### src/rtl/jtag_sync_pkg.sv
// Shared constants and helpers for the multi-channel input synchroniser.
package jtag_sync_pkg;

    localparam int unsigned MIN_SYNC_STAGES   = 2;
    localparam int unsigned MIN_FILTER_CYCLES = 1;

    // Counter must hold values up to FILTER_CYCLES-1; sized for FILTER_CYCLES+1 states.
    function automatic int unsigned filter_cnt_width(input int unsigned filter_cycles);
        return $clog2(filter_cycles + 1);
    endfunction

endpackage

### src/rtl/sync_filter_channel.sv
// One synchroniser channel: metastability chain, optional glitch filter
// (MULTI_CHANNEL_SYNCHRONIZER_GLITCH_FILTER_EN) and registered edge strobes.
module sync_filter_channel #(
    parameter int unsigned SYNC_STAGES   = 2,
`ifdef MULTI_CHANNEL_SYNCHRONIZER_GLITCH_FILTER_EN
    parameter int unsigned FILTER_CYCLES = 3,
`endif
    parameter logic        RESET_VAL     = 1'b0
) (
    input  logic clock,
    input  logic reset,
    input  logic d_i,
    output logic q_o,
    output logic rise_o,
    output logic fall_o,
    output logic edge_next_c
);

    logic [SYNC_STAGES-1:0] sync_q;
    logic [SYNC_STAGES-1:0] sync_d;
    logic                   s;
    logic                   q_q;
    logic                   q_d;
    logic                   rise_q;
    logic                   rise_d;
    logic                   fall_q;
    logic                   fall_d;

    assign sync_d = {sync_q[SYNC_STAGES-2:0], d_i};
    assign s      = sync_q[SYNC_STAGES-1];

`ifdef MULTI_CHANNEL_SYNCHRONIZER_GLITCH_FILTER_EN
    import jtag_sync_pkg::*;

    localparam int unsigned      CNT_W    = filter_cnt_width(FILTER_CYCLES);
    localparam logic [CNT_W-1:0] CNT_LAST = CNT_W'(FILTER_CYCLES - 1);

    logic [CNT_W-1:0] cnt_q;
    logic [CNT_W-1:0] cnt_d;

    // Accept a new level only after it has been stable at S for FILTER_CYCLES cycles.
    always_comb begin
        cnt_d = cnt_q;
        q_d   = q_q;
        if (s == q_q) begin
            cnt_d = '0;
        end else if (cnt_q == CNT_LAST) begin
            q_d   = s;
            cnt_d = '0;
        end else begin
            cnt_d = cnt_q + CNT_W'(1);
        end
    end

    always_ff @(posedge clock or posedge reset) begin
        if (reset) begin
            cnt_q <= '0;
        end else begin
            cnt_q <= cnt_d;
        end
    end
`else
    assign q_d = s;
`endif

    always_comb begin
        rise_d = q_d & ~q_q;
        fall_d = ~q_d & q_q;
    end

    assign edge_next_c = rise_d | fall_d;

    always_ff @(posedge clock or posedge reset) begin
        if (reset) begin
            sync_q <= {SYNC_STAGES{RESET_VAL}};
            q_q    <= RESET_VAL;
            rise_q <= 1'b0;
            fall_q <= 1'b0;
        end else begin
            sync_q <= sync_d;
            q_q    <= q_d;
            rise_q <= rise_d;
            fall_q <= fall_d;
        end
    end

    assign q_o    = q_q;
    assign rise_o = rise_q;
    assign fall_o = fall_q;

endmodule

### src/rtl/multi_channel_synchronizer.sv
// NR_CHANNELS independent synchroniser channels plus a combined edge strobe.
// Glitch filter enabled by MULTI_CHANNEL_SYNCHRONIZER_GLITCH_FILTER_EN.
module multi_channel_synchronizer
    import jtag_sync_pkg::*;
#(
    parameter int unsigned            NR_CHANNELS   = 4,
    parameter int unsigned            SYNC_STAGES   = 2,
    parameter int unsigned            FILTER_CYCLES = 3,
    parameter logic [NR_CHANNELS-1:0] RESET_VALUE   = '0
) (
    input  logic                   clock,
    input  logic                   reset,
    input  logic [NR_CHANNELS-1:0] D,
    output logic [NR_CHANNELS-1:0] Q,
    output logic [NR_CHANNELS-1:0] risingEdge,
    output logic [NR_CHANNELS-1:0] fallingEdge,
    output logic                   anyEdge
);

    logic [NR_CHANNELS-1:0] edge_next;
    logic                   any_q;
    logic                   any_d;

    if (SYNC_STAGES < MIN_SYNC_STAGES) begin : g_bad_sync
        $error("multi_channel_synchronizer: SYNC_STAGES must be >= 2");
    end
    if (FILTER_CYCLES < MIN_FILTER_CYCLES) begin : g_bad_filter
        $error("multi_channel_synchronizer: FILTER_CYCLES must be >= 1");
    end

    for (genvar i = 0; i < int'(NR_CHANNELS); i++) begin : g_ch
        sync_filter_channel #(
            .SYNC_STAGES   (SYNC_STAGES),
`ifdef MULTI_CHANNEL_SYNCHRONIZER_GLITCH_FILTER_EN
            .FILTER_CYCLES (FILTER_CYCLES),
`endif
            .RESET_VAL     (RESET_VALUE[i])
        ) u_ch (
            .clock       (clock),
            .reset       (reset),
            .d_i         (D[i]),
            .q_o         (Q[i]),
            .rise_o      (risingEdge[i]),
            .fall_o      (fallingEdge[i]),
            .edge_next_c (edge_next[i])
        );
    end

    // Registered from the channels' next-edge terms so it lines up with the pulses.
    assign any_d = |edge_next;

    always_ff @(posedge clock or posedge reset) begin
        if (reset) begin
            any_q <= 1'b0;
        end else begin
            any_q <= any_d;
        end
    end

    assign anyEdge = any_q;

endmodule

### config.mk
export PLATFORM = sky130hd
export DESIGN_NAME = multi_channel_synchronizer
export DESIGN_NICKNAME = d
export VERILOG_FILES = /design/src/rtl/jtag_sync_pkg.sv /design/src/rtl/sync_filter_channel.sv /design/src/rtl/multi_channel_synchronizer.sv
export SDC_FILE = /design/constraint.sdc
export NUM_CORES = 1
export LEC_CHECK = 0
export ABC_AREA = 1
export CAP_MARGIN = 20
export CORE_MARGIN = 5
export CORE_UTILIZATION = 40
export CTS_CLUSTER_DIAMETER = 80
export DETAILED_ROUTE_END_ITERATION = 10
export PLACE_DENSITY_LB_ADDON = 0.3
export SLEW_MARGIN = 20
export SYNTH_ARGS = -nofsm -noshare
export SYNTH_HDL_FRONTEND = slang
export SYNTH_HIERARCHICAL = 1
export SYNTH_SLANG_ARGS = --single-unit
### constraint.sdc
create_clock -name clock -period 0.94 [get_ports clock]
set_input_delay 0.282 -clock clock [delete_from_list [all_inputs] [get_ports clock]]
set_output_delay 0.282 -clock clock [all_outputs]
set_load 0.02 [all_outputs]
# Yosys cells after proc, flatten, opt, wreduce, memory -nomap -nowiden
# Cells that the tools add are included.
[word_totals]
register_bits = 21
input_bits = 6
output_inout_bits = 13
elab_cells = 38
[classes]
bitwise = 20
reduce_logical = 1
[op_table]
columns = ["operator", "n"]
rows = [
  ["$and 1x1->1", 8],
  ["$not 1->1", 8],
  ["$or 1x1->1", 4],
  ["$reduce_or 4->1", 1],
]

# Depth between registers and ports, before layout
# Gate-level depths: netlist of the first run.
[depth]
ltp_word = 4
mapped_depth = 5
depth_no_buf = 5

# By module
# Netlist of the first run, hierarchy kept.
[modules_own_cells]
columns = ["mod", "instances", "cells_per_inst", "area_each_um2", "seq_area_each_um2"]
rows = [
  ["sync_filter_channel", 4, 11, 165.2, 125.1],
  ["multi_channel_synchronizer", 1, 5, 40.0, 25.0],
]

# Worst setup path after synthesis of the first run
# Ideal clock, no wire load.
[synth_timing]
kind = "reg-to-reg"
start = "register g_ch[3].u_ch.q_q"
end = "register any_q, in the netlist anyEdge"
setup_time_ns = 0.119
t_arrival_ns = 0.941
required_ns = 0.821
path_slack_ns = -0.119
stages_incl_launch_ff = 6
path_buffers = 0
synth_period_minus_slack_ns = 1.059
cell_sequence = "dfrtp_1 -> inv_1 -> ha_1 -> inv_1 -> nor2_1 -> nand2_1"
[synth_between]
elab_chain_cells = 4
word_cells_on_any_way = 5
cone_classes = "4 x bitwise; 1 x reduce/logical"
[synth_lines]
columns = ["item", "line", "text"]
rows = [
  ["start, declared", "sync_filter_channel.sv:22", "logic q_q;"],
  ["start signal, assigned", "sync_filter_channel.sv:81", "q_q <= q_d;"],
  ["$not 1->1", "sync_filter_channel.sv:67", "rise_d = q_d & ~q_q;"],
  ["$and 1x1->1", "sync_filter_channel.sv:67", ""],
  ["$or 1x1->1 (*)", "sync_filter_channel.sv:71", "assign edge_next_c = rise_d | fall_d;"],
  ["via edge_next[3]", "multi_channel_synchronizer.sv:20", "logic [NR_CHANNELS-1:0] edge_next;"],
  ["$reduce_or 4->1 (*)", "multi_channel_synchronizer.sv:50", "assign any_d = |edge_next;"],
  ["via any_d", "multi_channel_synchronizer.sv:22", "logic any_d;"],
  ["end signal, assigned", "multi_channel_synchronizer.sv:56", "any_q <= any_d;"],
  ["end, declared", "multi_channel_synchronizer.sv:21", "logic any_q;"],
]
# Mark *: on every way through the listed nets, which the timed path passes. The rest lies on a longest branch.

# Worst setup path after layout of the first run
[layout_timing]
start = "register g_ch[3].u_ch.q_q"
end = "output Q[3]"
[layout_rtl]
columns = ["item", "line", "text"]
rows = [
  ["end, declared", "multi_channel_synchronizer.sv:14", "output logic [NR_CHANNELS-1:0] Q,"],
]
# No word-level cell between the ends.

==> run summary, run 1 <==
area share of the largest cell type after synthesis: 75.00%
GRT Residual Overflow: 0
Buffers & Inverters on Critical Path: 1
worst hold margin: 0.2180 ns
Final Setup Violations: 14
crit path DAT: 0.85 ns
TritonCTS Buffers: 3
Worst path slowest cell: dfrtp_2
max-cap violations: 0
Max IR drop VDD: 0.0009339 V
first-pass iteration count of the detailed router: 2
Synth Cell Area: 700.7 sq um
largest net degree at the start of global routing: 12
Net count, final: 92
Crit Path Class: reg -> out
Async SR Flop Fraction: 100.0%
violated checks: negative setup slack
drt total wl: 991 um
Pwr per Cell Area: 1591 nW/um^2
FILL cells: 147
power consumption: 1.582 mW
Syn Area/Cell: 14.30 sq um
Avg WL per Cell: 10.54 um
Post-CTS Setup Repair Bufs: 0
post-synthesis adder-cell area fraction: 14.29%
Max Slew Vio Count: 0
Die Span Y: 51.86 um
Post-Synth XOR/XNOR Area: 0%
CTS max path bufs: 2
cell area after layout: 994.7 sq um
Worst-path clk slew: 0.10 ns
library cells used by synthesis: 5
Synth Net Count: 63
crit-path cells: buf_6
Synth warnings: 6
slowest stage delay, CP: 0.43 ns
multiplexer area fraction after synthesis: 0%
antenna viol nets, final: 0
placed cells: 90
DP Worst Slack: -0.2758 ns
area grow syn2layout: 41.96%
final design utilization: 58.89%
I/O Pins: 19
Slew @ Worst Pin: 0.1880 ns
layout cells sized above 1: 37.66%
placed cell area: 952.2 sq um
Hold/Removal Path Class: in -> async
CTS tree: built
flops & latches, synth: 21
clk sink count: 21
most frequent cell after synthesis: dfrtp_1
setup ws final: -0.1913 ns
Leakage: 0.5448 nW
Post-synth EDFFs: 0
CP delay by family, top: flip-flops
vias in the first global route: 422
H-tree depth: 1
drc violations: 0
Post-Route Skew: 0.001214 ns
status: finished, violations left
top_reg_cell synth: dfrtp_1
Skew-Pair Late Insertion Delay: 0.29 ns
sequential area share after synthesis: 75.00%
endpoint class of the critical path: output port
Finished Layout Cells: 94
post-CTS resize count: 78
root buf cell: clkbuf_4
first-pass GRT wire length: 1787 um
Reg2Reg Setup Slack: -0.14 ns
crit path max fanout: 2
Mapped Cells: 49
die width: 51.86 um
Worst EP required: 0.66 ns
Max Freq: 884.0 MHz
vias post-DR: 398
Total GRT Usage: 9.719%
dominant cells by area after synthesis: dfrtp_1, ha_1, inv_1
RSZ-0062 raised after global routing: true
Post-synth top cells: dfrtp_1, inv_1, ha_1
Vias/cell: 4.234
cell taking the most area after synthesis: dfrtp_1
FP Rows: 15
die area: 2689 sq um
Synth Area in Simple Gates: 1.607%
Crit. Startpoint: g_ch[3].u_ch/q_o$_DFF_PP0_
crit path time final: 1.131 ns
Setup crit start kind: flip-flop
compound-cell area share of the yosys netlist: 0%
Hold Vio Cnt, Final: 0
post-cts hold buffer count: 0
CORE AREA: 1689 sq um
initial antenna violation count: 0
Reg2Reg Depth: 6
ant diodes: 0
count of input and output buffers: 18
Worst R2R Start: g_ch[3].u_ch/q_o$_DFF_PP0_
Starting Density: 41.48%
largest family of logic cells by synthesized area: adder cells
DP Wirelength: 809.3 um
setup TNS: -2.221 ns
worst r2r dst: anyEdge$_DFF_PP0_
Slew headroom: 87.45%
first-iteration detailed-routing DRC count: 2
gpl congestion: 0.7363
Period Utilization, post-route: 120.3%
[logic make-up after synthesis]
logic type / after synthesis
adder cells (fa/ha/maj): 8
buffers and inverters: 17
flip-flops: 21
AND/OR/NAND/NOR: 3
[final cells by class]
type	count	area, sq um	share of cell area (%)
sequential	21	530.5	53.33
timing repair buffer	24	241.5	24.28
multi-input combinational	11	111.4	11.19
inverter	17	63.81	6.415
clock buffer	4	26.28	2.642
tap	17	21.27	2.138
[power by group]
group          switching, mW  leakage [nW]  internal, mW
clock network          0.243        0.0150         0.165
registers             0.0236         0.248         0.950
logic                 0.0964         0.282         0.104
total                  0.363         0.545          1.22
[routing by layer]
metal  GRT usage [%]  wire [um]
met1           11.15        373
met2           14.85        539
met3           3.725         77
met4           6.550          0
met5               0          0
[cells in the final DEF (no fill, tap or decap)]
master and count:
inv_2 3, dfrtp_2 4, clkdlybuf4s50_1 5, ha_1 8, clkbuf_4 3, dfrtp_1 17
clkbuf_1 1, buf_6 13, nor2_1 2, nand2_1 1, inv_1 14, buf_4 6
[worst max-delay path by stage]
stage | end | slack (ns) | cells past startpoint
after floorplan | anyEdge$_DFF_PP0_ | -0.05 | 5
after global placement | Q[3] | -0.28 | 1
after detailed placement | Q[3] | -0.28 | 1
after CTS | Q[1] | -0.21 | 1
after global routing | Q[3] | -0.26 | 1
final | Q[3] | -0.19 | 1
[registers in the layout, indices dropped and copies added (netlist names)]
register and flops:
anyEdge 1, g_ch.u_ch/sync_q 8, g_ch.u_ch/fall_o 4, g_ch.u_ch/rise_o 4, g_ch.u_ch/q_o 4
Power figures use the tool's default switching activity.
==> run 2: changes to the inputs <==
--- a/config.mk
+++ b/config.mk
@@ -12,6 +12,7 @@
 export CTS_CLUSTER_DIAMETER = 80
 export DETAILED_ROUTE_END_ITERATION = 10
 export PLACE_DENSITY_LB_ADDON = 0.3
+export REMOVE_ABC_BUFFERS = 1
 export SLEW_MARGIN = 20
 export SYNTH_ARGS = -nofsm -noshare
 export SYNTH_HDL_FRONTEND = slang
==> run summary, run 2 (synthesis gave the netlist of run 1 again) <==
status: finished, violations left
violated checks: negative setup slack
largest reg by FF count: g_ch.u_ch/sync_q
Net count, final: 92 (unchanged)
TritonCTS Buffers: 3 (unchanged)
Period Utilization, post-route: 119.6% (-0.78 points)
max reg flops: 8 (unchanged)
initial antenna violation count: 0 (unchanged)
Pwr per Cell Area: 1596 nW/um^2 (+0.33%)
Max Freq: 889.7 MHz (+0.65%)
layout cells sized above 1: 31.17% (-6.5 points)
CTS max path bufs: 2 (unchanged)
crit path DAT: 0.84 ns (about the same)
setup ws final: -0.1840 ns (+0.007289 ns)
count of input and output buffers: 18 (unchanged)
Max Slew Vio Count: 0 (unchanged)
Slew headroom: 86.83% (-0.62 points)
crit-path cells: buf_6
Post-Route Skew: 0.01204 ns (+0.01082 ns)
Avg WL per Cell: 10.37 um (-1.6%)
Worst EP required: 0.66 ns (about the same)
Worst path slowest cell: dfrtp_1
root buf cell: clkbuf_4
Worst R2R Start: g_ch[2].u_ch/q_o$_DFF_PP0_
drc violations: 0 (unchanged)
worst hold margin: 0.2080 ns (-0.009991 ns)
Final Setup Violations: 14 (unchanged)
first-iteration detailed-routing DRC count: 1 (-1)
vias in the first global route: 400 (-5.2%)
Crit Path Class: reg -> out
endpoint class of the critical path: output port
Leakage: 0.5547 nW (+1.8%)
commonest non-fill, non-tap cells in the layout: dfrtp_1, inv_1, buf_6, ha_1, buf_4
first-pass iteration count of the detailed router: 4 (+2)
post-cts hold buffer count: 0 (unchanged)
DP Wirelength: 759.4 um (-6.2%)
drt total wl: 975 um (-1.6%)
H-tree depth: 1 (unchanged)
die width: 51.86 um (unchanged)
first-pass GRT wire length: 1780 um (-0.39%)
Max IR drop VDD: 0.001021 V (+9.3%)
area grow syn2layout: 41.79%
Crit. Startpoint: g_ch[0].u_ch/q_o$_DFF_PP0_
Total GRT Usage: 9.890% (+0.17 points)
ant diodes: 0 (unchanged)
CORE AREA: 1689 sq um (unchanged)
RSZ-0062 raised after global routing: true
commonest non-fill, non-tap cell in the layout: dfrtp_1
Skew-Pair Late Insertion Delay: 0.30 ns (about the same)
Hold/Removal Path Class: in -> async
Finished Layout Cells: 94 (unchanged)
crit path time final: 1.124 ns (-0.007289 ns)
I/O Pins: 19 (unchanged)
placed cells: 90 (unchanged)
gpl congestion: 0.7078 (-3.9%)
Hold Vio Cnt, Final: 0 (unchanged)
antenna viol nets, final: 0 (unchanged)
Vias/cell: 4.223 (-0.25%)
CP delay by family, top: flip-flops
die area: 2689 sq um (unchanged)
largest net degree at the start of global routing: 13 (+1)
vias post-DR: 397 (-0.25%)
Die Span Y: 51.86 um (unchanged)
Slew @ Worst Pin: 0.1974 ns (+0.009345 ns)
Buffers & Inverters on Critical Path: 1 (unchanged)
placed cell area: 947.2 sq um (-0.53%)
cell area after layout: 993.5 sq um (-0.13%)
crit path max fanout: 2 (unchanged)
GRT Residual Overflow: 0 (unchanged)
Worst-path clk slew: 0.11 ns (about the same)
max-cap violations: 0 (unchanged)
FILL cells: 153 (+4.1%)
FP Rows: 15 (unchanged)
clk sink count: 21 (unchanged)
slowest stage delay, CP: 0.41 ns (-0.02 ns)
CTS tree: built
Starting Density: 41.48% (unchanged)
Setup crit start kind: flip-flop
[run 2: cell type report]
class	count	area [sq um]	area share, %
Tap cell	17	21.27	2.141
Timing Repair Buffer	24	241.5	24.31
Inverter	17	63.81	6.423
Multi-Input combinational cell	11	113.9	11.46
Sequential cell	21	525.5	52.90
Clock inverter	1	5.005	0.5038
Clock buffer	3	22.52	2.267
[run 2: metrics by stage]
stage | setup TNS, ns | power (mW) | setup WS [ns] | utilization (%)
floorplan | -0.1192 | 1.066 | -0.1192 | -
global placement | -3.266 | 1.176 | -0.2708 | 56.07
detailed placement | -3.367 | 1.181 | -0.2769 | 56.07
CTS | -2.551 | 1.626 | -0.2099 | 58.67
global route | -3.170 | 1.708 | -0.2545 | 58.81
finish | -2.246 | 1.586 | -0.1840 | 58.81
[run 2: path summary, 6_finish.rpt]
check / end / slack [ns] / cells after the start
max in group asynchronous: g_ch[3].u_ch/fall_o$_DFF_PP0_ / 0.48 / 2
max reg2reg: anyEdge$_DFF_PP0_ / -0.12 / 6
min: anyEdge$_DFF_PP0_ / 0.21 / 2
min reg2reg: g_ch[2].u_ch/sync_q[1]$_DFF_PP0_ / 0.36 / 0
max: Q[0] / -0.18 / 1
min in group clock: g_ch[2].u_ch/sync_q[1]$_DFF_PP0_ / 0.36 / 0
[run 2: routing by layer]
| metal | vias up | track usage, % | wire [um] | share of wire (%) |
|---|---|---|---|---|
| li1 | 190 | - | - | - |
| met1 | 188 | 9.630 | 362 | 37 |
| met2 | 14 | 15.69 | 490 | 50 |
| met3 | 5 | 6.590 | 97 | 9.9 |
| met4 | 0 | 5.240 | 24 | 2.5 |
| met5 | - | 0 | 0 | 0 |
[run 2: where the power goes]
group | leakage [nW] | switching [mW] | internal (mW)
combinational | 0.285 | 0.0960 | 0.105
sequential | 0.252 | 0.0226 | 0.948
clock | 0.0177 | 0.255 | 0.159
[run 2: repair_timing]
| item | CTS | global route |
|---|---|---|
| resized for setup | 78 | 1 |
| endpoints found under the hold margin | 0 | 0 |
| pin swaps | 2 | 1 |
| endpoints found under the setup margin | 14 | 14 |
| buffers inserted | 1 | 0 |
[run 2: worst reg2reg max path, delay by kind of cell, from the launching register on]
family / cells / cell delay [ns]
buf+inv: 3 / 0.19
flops: 1 / 0.38
fa+ha+maj: 1 / 0.26
simple gates: 2 / 0.14
